### config.mk
export PLATFORM = sky130hd
export DESIGN_NAME = gvp_stream_packer
export DESIGN_NICKNAME = d
export VERILOG_FILES = /design/src/rtl/gvp_pack_pkg.sv /design/src/rtl/gvp_frame_fifo.sv /design/src/rtl/gvp_stream_packer.sv
export SDC_FILE = /design/constraint.sdc
export NUM_CORES = 2
export LEC_CHECK = 0
export CELL_PAD_IN_SITES_DETAIL_PLACEMENT = 1
export CELL_PAD_IN_SITES_GLOBAL_PLACEMENT = 1
export CORE_MARGIN = 4
export CORE_UTILIZATION = 55
export DETAILED_ROUTE_END_ITERATION = 8
export PLACE_DENSITY_LB_ADDON = 0.15
export SYNTH_ARGS = -nofsm -noshare
export SYNTH_HDL_FRONTEND = slang
export SYNTH_SLANG_ARGS = --single-unit
### constraint.sdc
create_clock -name a_clk -period 70.8 [get_ports a_clk]
set_input_delay 7.08 -clock a_clk [delete_from_list [all_inputs] [get_ports a_clk]]
set_output_delay 7.08 -clock a_clk [all_outputs]
set_load 0.05 [all_outputs]
### src/rtl/gvp_pack_pkg.sv
// gvp_pack_pkg
//   Shared definitions for the GVP stream packer: store codes, frame tags,
//   frame size limit, the queued frame entry type and a tag lookup helper.
//   Build option: GVP_PACK_TIME_EN (consumed by gvp_stream_packer) adds the
//   time lo/hi words to data frames.
package gvp_pack_pkg;

  typedef enum logic [1:0] {
    STORE_NONE = 2'd0,
    STORE_DATA = 2'd1,
    STORE_HDR  = 2'd2,
    STORE_END  = 2'd3
  } store_e;

  localparam logic [3:0] TAG_HDR  = 4'h1;
  localparam logic [3:0] TAG_DATA = 4'h2;
  localparam logic [3:0] TAG_END  = 4'hF;

  localparam int MAX_FRAME_WORDS = 8;

  // One queued frame: up to eight words, a word count of 1..8 and a flag
  // marking the end-mark frame (drives tlast on its final word).
  typedef struct packed {
    logic [MAX_FRAME_WORDS-1:0][31:0] words;
    logic [3:0]                       count;
    logic                             last;
  } frame_t;

  function automatic logic [3:0] store_tag(input logic [1:0] code);
    case (code)
      STORE_HDR: store_tag = TAG_HDR;
      STORE_END: store_tag = TAG_END;
      default:   store_tag = TAG_DATA;
    endcase
  endfunction

endpackage

### src/rtl/gvp_frame_fifo.sv
// gvp_frame_fifo
//   Single-clock FIFO of whole frame entries with a show-ahead head.
//   Ports:
//     a_clk, a_resetn   clock, asynchronous active-low reset
//     wr_en, wr_data    push a frame (accepted when not full, or when a
//                       release happens in the same cycle)
//     rd_en             release the head entry
//     head, head_next   oldest entry and the one behind it
//     full, empty       occupancy == depth / occupancy == 0
//     almost_full       occupancy >= depth-1
//     occupancy         number of stored entries (0..depth)
module gvp_frame_fifo
  import gvp_pack_pkg::*;
#(
  parameter int AW = 3
) (
  input  logic        a_clk,
  input  logic        a_resetn,
  input  logic        wr_en,
  input  frame_t      wr_data,
  input  logic        rd_en,
  output frame_t      head,
  output frame_t      head_next,
  output logic        full,
  output logic        empty,
  output logic        almost_full,
  output logic [AW:0] occupancy
);

  localparam int DEPTH = 2**AW;

  frame_t        mem [DEPTH];
  logic [AW-1:0] wr_ptr;
  logic [AW-1:0] rd_ptr;
  logic [AW-1:0] rd_ptr_nxt;
  logic          do_wr;
  logic          do_rd;

  assign rd_ptr_nxt = rd_ptr + AW'(1);
  assign do_rd      = rd_en && !empty;
  // When full, a write in the same cycle as a release reuses the freed slot.
  assign do_wr      = wr_en && (!full || do_rd);

  assign full        = (occupancy == (AW+1)'(DEPTH));
  assign empty       = (occupancy == '0);
  assign almost_full = (occupancy >= (AW+1)'(DEPTH - 1));
  assign head        = mem[rd_ptr];
  assign head_next   = mem[rd_ptr_nxt];

  always_ff @(posedge a_clk) begin
    if (do_wr) begin
      mem[wr_ptr] <= wr_data;
    end
  end

  always_ff @(posedge a_clk or negedge a_resetn) begin
    if (!a_resetn) begin
      wr_ptr    <= '0;
      rd_ptr    <= '0;
      occupancy <= '0;
    end else begin
      if (do_wr) begin
        wr_ptr <= wr_ptr + AW'(1);
      end
      if (do_rd) begin
        rd_ptr <= rd_ptr_nxt;
      end
      occupancy <= occupancy + {{AW{1'b0}}, do_wr} - {{AW{1'b0}}, do_rd};
    end
  end

endmodule

### src/rtl/gvp_stream_packer.sv
// gvp_stream_packer
//   Captures GVP store events (header, data point, end mark) into tagged
//   frames, queues whole frames and streams them as 32-bit AXI-Stream words.
//   Build option: GVP_PACK_TIME_EN -- data frames carry time lo/hi words.
//   Ports:
//     a_clk, a_resetn        clock, asynchronous active-low reset
//     store_data             0 none, 1 data, 2 header, 3 end mark
//     options                [15:0] into tag word, [NUM_CH-1:0] channel mask
//     index, gvp_time        point index, 48-bit run time
//     ch_x/ch_y/ch_z/ch_u    channel values (ascending mask bit order)
//     M_AXIS_*               registered AXI-Stream master
//     stall                  registered, high when at most one slot is free
//     overflow_count         dropped frames, saturating
//     frame_seq              sequence number of the next captured frame
//
//   Serialiser states
//     state   | meaning
//     ST_IDLE | no frame on the output, waiting for a queued frame
//     ST_SEND | presenting word[ptr] of the head frame
module gvp_stream_packer
  import gvp_pack_pkg::*;
#(
  parameter int FIFO_AW = 3,
  parameter int NUM_CH  = 4
) (
  input  logic        a_clk,
  input  logic        a_resetn,
  input  logic [1:0]  store_data,
  input  logic [31:0] options,
  input  logic [31:0] index,
  input  logic [47:0] gvp_time,
  input  logic [31:0] ch_x,
  input  logic [31:0] ch_y,
  input  logic [31:0] ch_z,
  input  logic [31:0] ch_u,
  output logic [31:0] M_AXIS_tdata,
  output logic        M_AXIS_tvalid,
  input  logic        M_AXIS_tready,
  output logic        M_AXIS_tlast,
  output logic        stall,
  output logic [15:0] overflow_count,
  output logic [11:0] frame_seq
);

  typedef enum logic {ST_IDLE, ST_SEND} state_e;

  logic [1:0]       prev_store;
  logic [31:0]      prev_index;
  logic             trigger;
  logic             accept;
  logic [3:0][31:0] ch_vec;
  frame_t           cap;
  logic [3:0]       n;
  logic             unused_opts;

  frame_t           head;
  frame_t           head_next;
  frame_t           src;
  logic             fifo_full;
  logic             fifo_empty;
  logic             fifo_afull;
  logic [FIFO_AW:0] fifo_occ;

  state_e           state;
  logic [3:0]       ptr;
  logic [3:0]       ptr_nxt;
  logic [3:0]       cur_count;
  logic             cur_last;
  logic             fire;
  logic             word_last;
  logic             release_frame;
  logic             load_now;

  assign unused_opts = ^options[31:16];
  assign ch_vec      = {ch_u, ch_z, ch_y, ch_x};

  // Level-held store codes from the decimated GVP only count once per
  // change of code or index.
  assign trigger = (store_data != STORE_NONE) &&
                   ((store_data != prev_store) || (index != prev_index));

  always_comb begin
    cap          = '0;
    cap.words[0] = {store_tag(store_data), frame_seq, options[15:0]};
    n            = 4'd1;
    if (store_data == STORE_HDR || store_data == STORE_END) begin
      cap.words[1] = index;
      cap.words[2] = gvp_time[31:0];
      cap.words[3] = {16'h0, gvp_time[47:32]};
      n            = 4'd4;
    end
`ifdef GVP_PACK_TIME_EN
    else begin
      cap.words[1] = gvp_time[31:0];
      cap.words[2] = {16'h0, gvp_time[47:32]};
      n            = 4'd3;
    end
`endif
    if (store_data != STORE_END) begin
      for (int c = 0; c < NUM_CH; c++) begin
        if (options[c]) begin
          cap.words[n[2:0]] = ch_vec[c];
          n                 = n + 4'd1;
        end
      end
    end
    cap.count = n;
    cap.last  = (store_data == STORE_END);
  end

  // The head entry stays in the FIFO until its last word is accepted, so the
  // frame on the wire still occupies a slot for full/stall purposes.
  assign fire          = M_AXIS_tvalid && M_AXIS_tready;
  assign ptr_nxt       = ptr + 4'd1;
  assign word_last     = (ptr_nxt == cur_count);
  assign release_frame = (state == ST_SEND) && fire && word_last;
  assign load_now      = ((state == ST_IDLE) && !fifo_empty) ||
                         (release_frame && (fifo_occ >= (FIFO_AW+1)'(2)));
  assign src           = (state == ST_SEND && word_last) ? head_next : head;
  assign accept        = trigger && (!fifo_full || release_frame);

  gvp_frame_fifo #(
    .AW (FIFO_AW)
  ) u_fifo (
    .a_clk       (a_clk),
    .a_resetn    (a_resetn),
    .wr_en       (accept),
    .wr_data     (cap),
    .rd_en       (release_frame),
    .head        (head),
    .head_next   (head_next),
    .full        (fifo_full),
    .empty       (fifo_empty),
    .almost_full (fifo_afull),
    .occupancy   (fifo_occ)
  );

  always_ff @(posedge a_clk or negedge a_resetn) begin
    if (!a_resetn) begin
      prev_store     <= 2'd0;
      prev_index     <= 32'd0;
      frame_seq      <= 12'd0;
      overflow_count <= 16'd0;
      stall          <= 1'b0;
    end else begin
      prev_store <= store_data;
      prev_index <= index;
      stall      <= fifo_afull;
      if (trigger) begin
        if (accept) begin
          frame_seq <= frame_seq + 12'd1;
        end else if (overflow_count != 16'hFFFF) begin
          overflow_count <= overflow_count + 16'd1;
        end
      end
    end
  end

  always_ff @(posedge a_clk or negedge a_resetn) begin
    if (!a_resetn) begin
      state         <= ST_IDLE;
      ptr           <= 4'd0;
      cur_count     <= 4'd0;
      cur_last      <= 1'b0;
      M_AXIS_tdata  <= 32'd0;
      M_AXIS_tvalid <= 1'b0;
      M_AXIS_tlast  <= 1'b0;
    end else begin
      if (load_now) begin
        state         <= ST_SEND;
        ptr           <= 4'd0;
        cur_count     <= src.count;
        cur_last      <= src.last;
        M_AXIS_tdata  <= src.words[0];
        M_AXIS_tvalid <= 1'b1;
        M_AXIS_tlast  <= src.last && (src.count == 4'd1);
      end else if (state == ST_SEND && fire) begin
        if (word_last) begin
          state         <= ST_IDLE;
          M_AXIS_tvalid <= 1'b0;
          M_AXIS_tlast  <= 1'b0;
        end else begin
          ptr          <= ptr_nxt;
          M_AXIS_tdata <= src.words[ptr_nxt[2:0]];
          M_AXIS_tlast <= cur_last && ((ptr_nxt + 4'd1) == cur_count);
        end
      end
    end
  end

endmodule

# After elaboration in Yosys (flattened, before gate mapping)
# Memory sizes are Yosys's and may differ from the RTL's.
# Cells that the tools add are included.
# totals
reg_bits,116
mem_count,1
ramBits,2088
in_bits,245
wordCells,130
output_inout_bits,63
# classes
n_bitwise,2
mux,48
addsub,12
n_reduce_logical,31
eq_ne,11
magnitude_cmp,11
# mem_list
memory,words,word_bits,rd,rd_clocked_by_memory_dff,write_ports,line_no,rtl
u_fifo.mem,8,261,2,0,1,gvp_frame_fifo.sv:32,frame_t mem [DEPTH];
# op_table
operator,n
$mux 256,8
$bwmux 256,4
$demux 32 s3,4
$mux 261,1
$mux 32,8
$bmux 32 s3,1
$mux 80,1
$mux 4,11
$ne 32x32->1,1
$add 4x1->4 const B,6
$lt 3x4->1 const B,5
$add 16x1->16 const B,1
$logic_and 1x1->1,16
$ne 16x16->1 const B,1
$add 12x1->12 const B,1
$ge 3x1->1 const B,4
$eq 4x4->1,2
$mux 1,8
$pmux 4 s2,1
$add 3x1->3 const B,2
$reduce_and 2->1,3
$reduce_bool 2->1,3
$logic_or 1x1->1,5
$add 4x1->4,1
other kinds (14),17

# Logic depth before layout (Yosys ltp)
# logic_depth
ltp_word,19
depth_mapped,20
ltp_nobuf,13

# Cells and area by module
# A second synthesis with hierarchy kept.
# hier_totals
hier_cells,6345
hier_area_um2,111340.5
# by_module_without_submodules
module,cells_each,area_per_inst_um2,instances,seq_area_each_um2
gvp_frame_fifo,4005,94765.9,1,62950.4
gvp_stream_packer,2340,16574.6,1,2652.5

# Worst setup path before layout
# Ideal clock, no wire load.
# synth_path
path_kind,in2reg
startpoint,input port store_data[1]
endpoint,memory u_fifo.mem[2][0] (netlist bit) (enable)
stages,6
setup_slack_ps,42571
setup_ps,1256
path_buffers,1
required_ps,69544
arrival_ps,26974
cell_sequence,clkbuf_1 nor2_1 a31oi_1 o21a_1 nand2b_1 nor3b_1
# synth_via
elab_chain_len,7
word_cells_on_any_way,8
cone_classes,eq/ne: 1; mux: 2; reduce/logical: 5
# synth_rtl
item,line_no,rtl
"start, declared",gvp_stream_packer.sv:28,"input logic [1:0] store_data,"
$ne 2x2->1,gvp_stream_packer.sv:80,((store_data != prev_store) || (index != prev_index));
$logic_or 1x1->1,gvp_stream_packer.sv:80,
$logic_and 1x1->1 (*),gvp_stream_packer.sv:79,assign trigger = (store_data != STORE_NONE) &&
$logic_and 1x1->1 (*),gvp_stream_packer.sv:120,assign accept = trigger && (!fifo_full || release_frame);
$logic_and 1x1->1 (*),gvp_frame_fifo.sv:42,assign do_wr = wr_en && (!full || do_rd);
named net u_fifo.do_wr,gvp_frame_fifo.sv:36,logic do_wr;
$mux 1 (*),gvp_frame_fifo.sv:51,if (do_wr) begin
$mux 1 (not written as such) (*),gvp_frame_fifo.sv:52,mem[wr_ptr] <= wr_data;
"end, declared",gvp_frame_fifo.sv:32,
# The timed path passes the listed nets; every way through them passes the cells marked *.

# Worst setup path in the final report
# layout_path
startpoint,input port index[19]
endpoint,memory u_fifo.mem[3][43] (netlist bit) (enable)
# layout_via
elab_chain_len,7
# layout_rtl
item,line_no,rtl
"start, declared",gvp_stream_packer.sv:30,"input logic [31:0] index,"
$ne 32x32->1,gvp_stream_packer.sv:80,
$logic_or 1x1->1,gvp_stream_packer.sv:80,
$logic_and 1x1->1,gvp_stream_packer.sv:79,
$logic_and 1x1->1,gvp_stream_packer.sv:120,
$logic_and 1x1->1,gvp_frame_fifo.sv:42,
named net u_fifo.do_wr,gvp_frame_fifo.sv:36,
$mux 1,gvp_frame_fifo.sv:51,
$mux 1 (not written as such),gvp_frame_fifo.sv:52,
# The timed path passes the listed nets, and every way through them passes these cells.

==> results.yml <==
status:
  status: "finished, final reports clean"
floorplan:
  start_util_pct: 55.5
  dieArea_mm2: 0.200
  die_h_um: 447
  dieWidth_um: 447
  ioPinCount: 308
  rows: 160
  core_mm2: 0.191
worst_setup_path:
  max_stage_delay_ns: 0.86
  slowest_stage: "buf_4"
  endpoint_kind: "flip-flop"
  crit_buf_inv: 5
  crit_arrival_ns: 13.14
  cp_cell_sequence: "clkdlybuf4s50_1, xnor2_1, nand4_1, nor3_1, a31oi_2, buf_4, o21a_1, nand2_1, nor3b_2, buf_4, buf_4, buf_4"
  path_delay_family: "buffers and inverters"
  path_max_fanout: 48
  critPathMostFrequentCell: "buf_4"
  required_ns: 71.30
  crit_type: "input port to flip-flop"
  start_kind: "input port"
global_routing:
  antenna_found_initial: 25
  grt_pass1_wl_um: 517000
  grt_pass1_vias: 71477
  overflow: 0
  track_usage_pct: 36.5
  grt_max_degree: 124
cells_and_area:
  post-route-util_pct: 62.3
  layout-drive-gt1-share_pct: 24.5
  fillers: 16518
  area_growth_pct: 12.3
  final_common_cell: "edfxtp_1"
  finalNetCount: 6739
  mostFrequentLayoutCells: "edfxtp_1 (2088), mux4_2 (967), nand2_1 (421)"
placed_design:
  placement.io_buffers: 291
  hpwl_um: 218000
  gp_congestion: 0.890
synthesis:
  ys.flop_type: "edfxtp_1"
  yosysTopAreaCellShare_pct: 59.2
  ys_top_cells_by_area: "edfxtp_1 (59%), mux4_2 (21%), dfrtp_1 (2.7%)"
  yosysUniqueCellTypes: 70
  yosys-mux-area-fraction_pct: 23.5
  syn_nets: 6631
  ys_async_sr_fraction_pct: 5.26
  synth_xor_area_share_pct: 0.713
  yosys.area.top_type: "edfxtp_1"
  synth_simple_gate_area_share_pct: 4.28
  synth_top_family_by_area: "multiplexers"
  synth_edf_count: 2088
  syn_area_per_cell_um2: 16.7
  synth-adder-area-share_pct: 0.255
  yosysSeqAreaShare_pct: 61.9
  synth_seq_cells: 2204
  synth_compound_area_share_pct: 6.67
  syn_area_mm2: 0.106
  netlist_instances: 6365
  ys.warnings.count: 0
sta:
  skew_ns: 0.0346
  fin_crit_sh_pct: 17.9
  setup_violations: 0
  slew_violations: 0
  finalCriticalPeriod_ns: 12.64
  tightest_slew_ns: 1.42
  setup_tns_ns: 0
  fmax_mhz: 79.1
  hold_viol: 0
  rsz0062_at_grt: "no"
  relSlewSlack_pct: 5.02
  whs_ns: 0.476
drt:
  detail_route.wl_per_cell_um: 39.3
  final_antenna_net_count: 0
  firstDrtPassIters: 5
  num_vias: 68697
  wirelength_um: 361000
  drt_iter0_drc: 9749
  drc: 0
  via_per_inst: 7.46
clocking:
  cts.repair.resized: 0
  htreeDepth: 4
  cts_max_path_buffers: 3
  cts_tree: "yes"
  ctsHoldBuffers: 0
  cts-root-buf: "clkbuf_16"
  clkLatencyLatePin_ns: 0.89
  cts_buffers: 226
  path_clk_slew_ns: 0.06
  post_cts_buffers: 0
  cts.sinks: 2204
power_and_ir_drop:
  ir_drop_mv: 0.0387
  power_density_mw_per_mm2: 46.0
  p_leak_nw: 39.4
hold_path:
  min_path_type: "flip-flop to flip-flop"
run:
  drv_cap: 0
[synth_stat cells (94+ instances only)]
| cell | count |
|---|---|
| edfxtp_1 | 2088 |
| mux4_2 | 967 |
| nand2_1 | 425 |
| nor2_1 | 361 |
| clkbuf_1 | 313 |
| a21oi_1 | 290 |
| mux2i_1 | 263 |
| a211oi_1 | 218 |
| a22oi_1 | 215 |
| buf_2 | 179 |
| o21ai_0 | 162 |
| dfrtp_1 | 116 |
| nand3_1 | 94 |
[registers in the layout, summed over array words and instances, names as in the netlist]
name              cells
u_fifo.mem         2088
M_AXIS_tdata         32
prev_index           32
overflow_count       16
frame_seq            12
cur_count             4
ptr                   4
u_fifo.occupancy      4
u_fifo.rd_ptr         3
u_fifo.wr_ptr         3
prev_store            2
M_AXIS_tlast          1
cur_last              1
stall                 1
state                 1
[kinds of logic after synthesis]
kind of cell               count (synthesis)
DFF                                     2204
muxes                                   1276
AOI/OAI and AO/OA                       1088
and+or+nand+nor                         1057
buffers and inverters                    637
xor gates and xnor gates                  82
adders and majority gates                 21
[per-stage QoR]
step / instance area, um2 / power (mW) / std cells / setup slack (ns)
2_1_floorplan: 106000 / 3.66 / 6365 / 42.57
3_3_place_gp: 111000 / 4.17 / 8753 / 57.53
3_5_place_dp: 111000 / 4.25 / 8753 / 57.50
4_1_cts: 119000 / 5.47 / 9179 / 58.40
5_1_grt: 119000 / 5.69 / 9194 / 58.13
6_report: 119000 / 5.48 / 9203 / 58.16
[worst paths after layout]
path	start	to	slack (ns)	cells past startpoint
hold / removal	cur_last	cur_last	0.48	2
setup / recovery	index[19]	u_fifo.mem[3][43]	58.16	12
min in group asynchronous	a_resetn	M_AXIS_tdata[27]	6.18	1
setup reg to reg	ptr[0]	u_fifo.mem[3][43]	63.64	12
hold reg to reg	cur_last	cur_last	0.48	2
max in group asynchronous	a_resetn	prev_store[1]	63.30	2
[where the power goes]
part           leakage, nW  switching [mW]  internal, mW
clock                 3.70           0.518         0.697
combinational         14.8            1.35         0.986
sequential            20.9           0.147          1.78
total                 39.4            2.02          3.46
[per-layer routing]
layer	share of wire, %	vias to the layer above	track usage, %
met5	0.015	-	0
met4	7.0	8	22.0
met3	12	1150	9.70
met2	47	4959	56.4
met1	35	36149	46.7
li1	-	26431	-
[tightest hold or removal path, stage by stage, from the launching register on]
cell and delay [ns]:
dfrtp_1 0.34, nand2_1 0.05, nand2_1 0.05
[area by class of cell]
| cell class | count | area, um2 | area share, % |
|---|---|---|---|
| inverters | 22 | 97.6 | 0.0820 |
| repair buffers | 495 | 4590 | 3.86 |
| clock buffers | 291 | 6090 | 5.12 |
| diodes | 21 | 52.6 | 0.0442 |
| clock inverters | 135 | 1480 | 1.25 |
| multi-input cells | 3524 | 37900 | 31.9 |
| well taps | 2511 | 3140 | 2.64 |
| flip-flops and latches | 2204 | 65600 | 55.1 |
No activity file was read; power rests on OpenSTA's default activity.
